--- src/rtl/seq_pattern_gen.sv ---
// seq_pattern_gen
// Serial bit-pattern transmitter that drives sequence detectors. A WIDTH-bit
// pattern is sent MSB-first on x, once per repetition, `repeats` times. An
// optional idle gap of `gap` cycles separates consecutive repetitions.
//
// Ports:
//   clk        rising-edge clock
//   reset      synchronous, active-high reset
//   start      begin a job; sampled only in IDLE and ignored while abort=1
//   abort      drop an active job at the next edge (no done pulse)
//   pattern    bits to send, MSB first; latched when start is accepted
//   repeats    repetition count; latched when start is accepted (0 = done only)
//   gap        idle cycles between repetitions; latched when start is accepted
//   x          serial data line (0 whenever valid=0)
//   valid      x carries a pattern bit this cycle
//   pat_end    last bit of a repetition (only together with valid)
//   busy       job in progress, from the first bit to the last bit of the job
//   done       one-cycle pulse after a job completes normally
//   fsm_state  current FSM state, for observation only
//
// Handshake: there is no ready signal. A start is taken on any edge where the
// FSM is in IDLE and abort is low. Outputs follow one cycle after that edge.
// Because done is raised while the FSM is already back in IDLE, a new start
// may be presented in the same cycle that done is high.
module seq_pattern_gen #(
  parameter int WIDTH = 4,
  parameter int CNT_W = 8,
  parameter int GAP_W = 4
) (
  input  logic             clk,
  input  logic             reset,
  input  logic             start,
  input  logic             abort,
  input  logic [WIDTH-1:0] pattern,
  input  logic [CNT_W-1:0] repeats,
  input  logic [GAP_W-1:0] gap,
  output logic             x,
  output logic             valid,
  output logic             pat_end,
  output logic             busy,
  output logic             done,
  output logic [1:0]       fsm_state
);

  localparam logic [1:0] S_IDLE = 2'd0;
  localparam logic [1:0] S_SEND = 2'd1;
  localparam logic [1:0] S_GAP  = 2'd2;

  localparam int BIT_W = (WIDTH > 2) ? $clog2(WIDTH) : 1;
  localparam logic [BIT_W-1:0] LAST_BIT = BIT_W'(WIDTH - 1);
  localparam logic [BIT_W-1:0] PENULT_BIT = BIT_W'(WIDTH - 2);
  localparam logic [CNT_W-1:0] ONE_REP = CNT_W'(1);
  localparam logic [GAP_W-1:0] ONE_GAP = GAP_W'(1);

  logic [1:0]       state;
  logic [WIDTH-1:0] pat_q;     // latched pattern, reloaded every repetition
  logic [WIDTH-1:0] shreg;     // bits still to send in this repetition
  logic [CNT_W-1:0] rep_left;  // repetitions remaining, including the current one
  logic [GAP_W-1:0] gap_q;     // latched gap length
  logic [GAP_W-1:0] gap_left;  // gap cycles remaining, including the current one
  logic [BIT_W-1:0] bit_idx;   // index of the bit currently on x

  assign fsm_state = state;

  always_ff @(posedge clk) begin
    if (reset) begin
      state    <= S_IDLE;
      pat_q    <= '0;
      shreg    <= '0;
      rep_left <= '0;
      gap_q    <= '0;
      gap_left <= '0;
      bit_idx  <= '0;
      x        <= 1'b0;
      valid    <= 1'b0;
      pat_end  <= 1'b0;
      busy     <= 1'b0;
      done     <= 1'b0;
    end else begin
      done    <= 1'b0;
      pat_end <= 1'b0;
      case (state)
        S_IDLE: begin
          x     <= 1'b0;
          valid <= 1'b0;
          busy  <= 1'b0;
          if (start && !abort) begin
            if (repeats != '0) begin
              pat_q    <= pattern;
              rep_left <= repeats;
              gap_q    <= gap;
              shreg    <= pattern << 1;
              x        <= pattern[WIDTH-1];
              valid    <= 1'b1;
              busy     <= 1'b1;
              bit_idx  <= '0;
              state    <= S_SEND;
            end else begin
              // Empty job: finish immediately without touching the line.
              done <= 1'b1;
            end
          end
        end

        S_SEND: begin
          if (abort) begin
            state    <= S_IDLE;
            shreg    <= '0;
            rep_left <= '0;
            gap_left <= '0;
            bit_idx  <= '0;
            x        <= 1'b0;
            valid    <= 1'b0;
            busy     <= 1'b0;
          end else if (bit_idx == LAST_BIT) begin
            // Guard on <= 1 so the counter can never wrap below zero.
            if (rep_left <= ONE_REP) begin
              state    <= S_IDLE;
              rep_left <= '0;
              shreg    <= '0;
              bit_idx  <= '0;
              x        <= 1'b0;
              valid    <= 1'b0;
              busy     <= 1'b0;
              done     <= 1'b1;
            end else begin
              rep_left <= rep_left - ONE_REP;
              if (gap_q == '0) begin
                // Back-to-back repetition: MSB follows the last bit directly.
                shreg   <= pat_q << 1;
                x       <= pat_q[WIDTH-1];
                valid   <= 1'b1;
                busy    <= 1'b1;
                bit_idx <= '0;
              end else begin
                state    <= S_GAP;
                gap_left <= gap_q;
                x        <= 1'b0;
                valid    <= 1'b0;
                busy     <= 1'b1;
              end
            end
          end else begin
            x       <= shreg[WIDTH-1];
            shreg   <= shreg << 1;
            bit_idx <= bit_idx + 1'b1;
            valid   <= 1'b1;
            busy    <= 1'b1;
            pat_end <= (bit_idx == PENULT_BIT);
          end
        end

        S_GAP: begin
          if (abort) begin
            state    <= S_IDLE;
            shreg    <= '0;
            rep_left <= '0;
            gap_left <= '0;
            bit_idx  <= '0;
            x        <= 1'b0;
            valid    <= 1'b0;
            busy     <= 1'b0;
          end else if (gap_left <= ONE_GAP) begin
            state    <= S_SEND;
            gap_left <= '0;
            shreg    <= pat_q << 1;
            x        <= pat_q[WIDTH-1];
            valid    <= 1'b1;
            busy     <= 1'b1;
            bit_idx  <= '0;
          end else begin
            gap_left <= gap_left - ONE_GAP;
            x        <= 1'b0;
            valid    <= 1'b0;
            busy     <= 1'b1;
          end
        end

        default: begin
          state <= S_IDLE;
          x     <= 1'b0;
          valid <= 1'b0;
          busy  <= 1'b0;
        end
      endcase
    end
  end

endmodule
--- config.mk ---
export PLATFORM = sky130hd
export DESIGN_NAME = seq_pattern_gen
export DESIGN_NICKNAME = d
export VERILOG_FILES = /design/src/rtl/seq_pattern_gen.sv
export SDC_FILE = /design/constraint.sdc
export NUM_CORES = 1
export LEC_CHECK = 0
export CAP_MARGIN = 20
export CORE_MARGIN = 4
export CORE_UTILIZATION = 54
export DETAILED_ROUTE_END_ITERATION = 8
export PLACE_DENSITY = 0.83
export SETUP_SLACK_MARGIN = 0.05
export SYNTH_ARGS = -nofsm -noshare
export SYNTH_HDL_FRONTEND = slang
export SYNTH_SLANG_ARGS = --single-unit
export TNS_END_PERCENT = 10
--- constraint.sdc ---
create_clock -name clk -period 2.72 [get_ports clk]
set_input_delay 0.272 -clock clk [delete_from_list [all_inputs] [get_ports clk]]
set_output_delay 0.272 -clock clk [all_outputs]
set_load 0.05 [all_outputs]
==> results of run 1 <==
[power by group through the flow]
| stage | clock network (mW) | logic, mW | registers, mW |
|---|---|---|---|
| after floorplan | 0 | 0.709 | 0.714 |
| after global placement | 0 | 0.992 | 0.662 |
| after detailed placement | 0 | 1.00 | 0.664 |
| after CTS | 0.369 | 1.01 | 0.654 |
| after global routing | 0.395 | 1.12 | 0.673 |
| final | 0.364 | 1.03 | 0.656 |
[synthesized netlist by cell type, types with 3 or more instances]
library cell,count
ha_1,11
dfxtp_1,32
o21ai_0,14
a221oi_1,4
nor2_1,41
nand2_1,9
nor2b_1,5
or4_1,3
buf_2,3
inv_1,11
nor3_1,7
clkbuf_1,3
a21oi_1,9
a211oi_1,10
nand2b_1,3
a211oi_2,3
mux2i_1,10
nor4_1,3
[cell type report]
class | count | area, um2
multi-input combinational | 168 | 1125
fill | 292 | 1099
sequential | 32 | 640.6
timing repair buffer | 31 | 297.8
tap | 46 | 57.56
clock buffer | 6 | 41.29
inverter | 11 | 41.29
clock inverter | 2 | 35.03
[state kept, by name (all words and copies together), names as in the netlist]
name,count
busy,1
valid,1
pat_end,1
done,1
pat_q,4
fsm_state,2
gap_q,4
rep_left,8
shreg,3
gap_left,4
x,1
bit_idx,2
[layer usage]
layer	up-vias	wire, um
li1	868	-
met1	831	1995
met2	67	2035
met3	9	270
met4	0	60
met5	-	0
[logic make-up after synthesis]
family / Yosys count / synth area share [%]
buf+inv: 20 / 4.855
simple gates: 82 / 21.65
compound gates: 64 / 25.69
flops: 32 / 34.52
xor+xnor: 1 / 0.4721
fa+ha+maj: 11 / 7.417
mux: 10 / 5.395
[worst max-delay path: cells and delay by family (launching register included)]
kind / cells / cell delay (ns)
mux: 1 / 0.23
fa+ha+maj: 1 / 0.28
buf+inv: 1 / 0.10
flops: 1 / 0.42
compound gates: 2 / 0.77
simple gates: 2 / 0.27
[through the flow]
step,power [mW],hold WS (ns)
final,2.046,0.5169
after floorplan,1.423,0.4188
after global routing,2.191,0.5437
after global placement,1.654,0.4720
after detailed placement,1.667,0.4834
after CTS,2.032,0.5037
[final timing paths]
kind                              from                       end  slack (ns)  cells after the start
max reg2reg  fsm_state[0]$_SDFFE_PP0P_   bit_idx[1]$_SDFFE_PP0P_        0.53                      7
min           rep_left[6]$_SDFFE_PP0P_  rep_left[6]$_SDFFE_PP0P_        0.52                      2
max          fsm_state[0]$_SDFFE_PP0P_   bit_idx[1]$_SDFFE_PP0P_        0.53                      7
min reg2reg   rep_left[6]$_SDFFE_PP0P_  rep_left[6]$_SDFFE_PP0P_        0.52                      2
==> run metrics, run 1 <==
setup violators final=0; row count=21; Vias=1775; CP endpoint kind=flop; RSZ-0062 raised after global routing=no; normalized max-slew margin=about three fifths; Reg power frac=32.1%; Async SR Flop Fraction=0%; Mapped Area=between 1500 and 2000 um2; crit path DAT=roughly 2.4 ns; post-synthesis sequential area ratio=approximately 35%; Fin. Hold Viols=0; clock buffer depth=2; Synth-to-Final Area Change=20.63%; worst clock skew=around 0.015 ns; commonest cells after routing, fill and taps aside=nor2_1 (41), dfxtp_1 (32), clkdlybuf4s50_1 (26); WS Path Type=flop to flop; Core ar.=~3300 um2; fin area=between 2000 and 2500 um2; clock slew at the register clock pins of the worst setup and hold paths=0.11 ns; TritonCTS clock tree=built; Crit path largest cell delay=between 0.5 and 0.6 ns; met1 Use GR=approximately 29%; Ys Warns=0; Slew @ Worst Pin=0.6001 ns; pin count of the biggest net entering global routing=22; Post-DP HPWL=between 3000 and 4000 um; NetSw=a little under 0.9 mW; Fin Setup TNS=0 ns; Pre-antenna DRT Iters=4; FF+latch count, synth=32; Die W=between 60 and 70 um; clk_lat worst skew=about 0.34 ns; post-route ant nets=0; DR iter-0 viols=~120; Comb pwr share=between 50% and 60%; overall overflow remaining after global route=0; # resized after CTS=0; vias in the first global route=approximately 1700; WL/cell=between 10 and 15 um; Synth area leader=dfxtp_1; n_diodes=0; met2 Use GR=34.41%; worst-path fanout max=9; Core Util, Final=about two thirds; most common cell after layout, fill and taps aside=nor2_1; clock power share=17.8%; Yosys top cell area share=around 35%; Final Cycle Share=80.64%; DRC=0; Leak=between 0.8 and 0.9 nW; EDFF count, synth=0; mean post-synth cell area=8.434 um2; Net Sw Frac=43.03%; vias per cell=5.997; status=finished, final reports clean; startpoint types=flop; share of layout cells above drive strength 1=approximately 7.6%; WL final=around 4400 um; count of pins over their slew limit=0; Hold Path Class=flop to flop; Area contributors post-synth=dfxtp_1 (35%), nor2_1 (8.3%), ha_1 (7.4%); root buffer selected by CTS=clkbuf_4; routability-driven placement congestion ratio=around 0.86; CP Cell Sequence=inv_1 > ha_1 > nor2b_1 > o31ai_1 > o221a_1 > mux2i_1 > nor2_1; H-tree depth=2; Final WS setup=around 0.53 ns; Syn Nets=251; hold-fix buffers at CTS=0; fmax=0.4559 GHz; first-pass GRT wire length=around 7500 um; PortBufs=26; pre-CTS setup slack=~0.40 ns; VDD IR-drop max=around 0.47 mV; Ports=27; GR peak layer=met2; Inserted Clock Buffers=5; WP data required=approximately 2.9 ns; PwrDens=~910 nW/um2; Mapped Cells=220; antenna violations before repair=0; internal power=~1.2 mW; ys flop type=dfxtp_1; post-CTS setup buffer count=0; effective utilization at floorplan=55.61%; Nets=280; max cap viols=0; fin crit period=between 2 and 2.5 ns; grt met3 use=under 10%; placed cell areas=2162 um2; die area=4438 um2; library cells used by synthesis=50; gr usage total=21.73%; Placed Instances=about 290; Non-Filler Instances=roughly 300; clk sinks=32; Die H=~67 um; Slowest-stage cell, CP=o221a_1
No activity file was read; power rests on OpenSTA's default activity.
==> run 2: changes to the inputs <==
Clock period 2.72 ns to 2.15 ns, I/O delays scaled along.
==> run metrics, run 2 (synthesis gave the netlist of run 1 again) <==
status=finished, final reports clean; post-route ant nets=0; CP Cell Sequence=inv_1 > ha_1 > or2_1 > and3_1 > o41a_1 > a211oi_2 > a211oi_1; placed cell areas=approximately 2200 um2; most common cell after layout, fill and taps aside=nor2_1; Fin. Hold Viols=0; WL/cell=~15 um; VDD IR-drop max=0.6142 mV; CP endpoint kind=flop; worst setup path start=rep_left[1]$_SDFFE_PP0P_; share of layout cells above drive strength 1=between 10% and 20%; gr usage total=approximately 23%; RSZ-0062 raised after global routing=yes; Final WS setup=roughly 0.12 ns; clk sinks=32; H-tree depth=2; clock slew at the register clock pins of the worst setup and hold paths=0.11 ns; Top delay family on crit path=compound AO/OA/AOI/OAI gates; hold slack final=around 0.46 ns; crit path buf inv count=1; antenna violations before repair=0; Synth-to-Final Area Change=25.49%; worst reg2reg path startpoint=rep_left[1]$_SDFFE_PP0P_; fmax=between 0.4 and 0.5 GHz; root buffer selected by CTS=clkbuf_4; WP data required=about 2.4 ns; Non-Filler Instances=a little over 300; clock buffer depth=2; Vias=roughly 1800; fill cell total of the finished layout=292; commonest cells after routing, fill and taps aside=nor2_1 (41), dfxtp_1 (29), clkdlybuf4s50_1 (26); R2R setup slack=0.12 ns; routability-driven placement congestion ratio=between 0.8 and 0.9; fin area=roughly 2300 um2; max reg flops=8; Pre-antenna DRT Iters=4; DRC=0; Final Cycle Share=a little over nine tenths; Core ar.=3337 um2; Die W=~67 um; Placed Instances=between 200 and 300; first-pass GRT wire length=~8000 um; startpoint types=flop; Slew @ Worst Pin=between 0.5 and 0.6 ns; count of pins over their slew limit=0; pin count of the biggest net entering global routing=31; worst-path fanout max=7; overall overflow remaining after global route=0; row count=21; WL final=between 4000 and 5000 um; setup violators final=0; Nets=approximately 290; Inserted Clock Buffers=5; TritonCTS clock tree=built; DR iter-0 viols=slightly below 90; Leak=~0.89 nW; die area=around 4400 um2; PortBufs=26; pre-CTS setup slack=-0.1285 ns; Reg with most FFs=rep_left; Fin Setup TNS=0 ns; PwrDens=roughly 1200 nW/um2; WS Path Type=flop to flop; Die H=around 67 um; clk_lat worst skew=0.35 ns; vias per cell=between 5 and 6; Ports=27; effective utilization at floorplan=55.61%; r2r endpoint=gap_left[0]$_SDFFE_PP0P_; Crit path largest cell delay=0.50 ns; fin crit period=2.026 ns; worst clock skew=roughly 0.0053 ns; crit path DAT=2.27 ns; normalized max-slew margin=63.83%; register area=644.4 um2; n_diodes=0; multi-input gate area in the final layout=between 1000 and 1500 um2; Hold Path Class=input port to flop; Slowest-stage cell, CP=o41a_1; worst reg2reg path depth=7; Worst setup endpoint=gap_left[0]$_SDFFE_PP0P_; vias in the first global route=approximately 1800; hold-fix buffers at CTS=0; max cap viols=0; Post-DP HPWL=3373 um; Levels on crit path=7
==> run 2: cell types whose count changed in the layout (fill, tap and decap cells not counted), moves of 2 or more <==
cell,delta
a211oi_2,+2
buf_4,+7
a211oi_1,-2
dfxtp_1,-3
dfxtp_2,+3
==> run 2: timing repair <==
action	in CTS	in global routing
gates resized for setup	1	5
setup endpoints to repair	1	11
pin swaps	1	1
buffers inserted	0	0
==> run 2: routing by layer <==
layer  up-vias  wire (um)  track usage [%]
li1        889          -                -
met1       860       1952            26.80
met2        45       2261            40.72
met3         8        239            4.384
met4         0         83            10.66
met5         -          0                0
==> run 2: layout make-up <==
class                   instances  share of cell area (%)
clock inverters                 3                   1.827
repair buffers                 39                   15.91
multi-input cells             168                   48.74
well taps                      46                   2.472
clock buffers                   5                   1.612
inverters                      11                   1.773
flip-flops and latches         32                   27.67
==> run 2: tightest hold or removal path, stage by stage <==
cell	delay [ns]
clkdlybuf4s50_1	0.39
mux2i_1	0.13
nor2_1	0.05
==> run 2: worst min path at each step <==
stage                          start               endpoint  slack [ns]  cells past startpoint
6_report                      gap[1]  gap_q[1]$_SDFFE_PP0P_        0.46                      3
5_1_grt                       gap[3]  gap_q[3]$_SDFFE_PP0P_        0.50                      3
4_1_cts                       gap[0]  gap_q[0]$_SDFFE_PP0P_        0.46                      3
3_5_place_dp   pat_q[3]$_SDFFE_PP0P_  pat_q[3]$_SDFFE_PP0P_        0.49                      2
3_3_place_gp   pat_q[3]$_SDFFE_PP0P_  pat_q[3]$_SDFFE_PP0P_        0.47                      2
2_1_floorplan             pattern[3]  pat_q[3]$_SDFFE_PP0P_        0.36                      2
==> run 2: through the flow <==
step / utilization, % / power, mW
final: 69.78 / 2.750
after global routing: 69.78 / 2.953
after CTS: 69.48 / 2.734
after detailed placement: 67.04 / 2.253
after global placement: 67.04 / 2.220
after floorplan: - / 1.803
==> run 2: report_power, final <==
group	internal, mW	leakage (nW)	total, mW	switching (mW)
sequential	0.726	0.263	0.839	0.113
clock	0.242	0.0412	0.476	0.234
combinational	0.618	0.587	1.44	0.817
total	1.59	0.891	2.75	1.16
==> run 3: changes to the inputs <==
Settings changed: CTS_CLUSTER_DIAMETER set to 200, HOLD_SLACK_MARGIN set to 0.15.
==> results of run 3 <==
The final DEF is identical to that of run 2; final timing and power are the same.
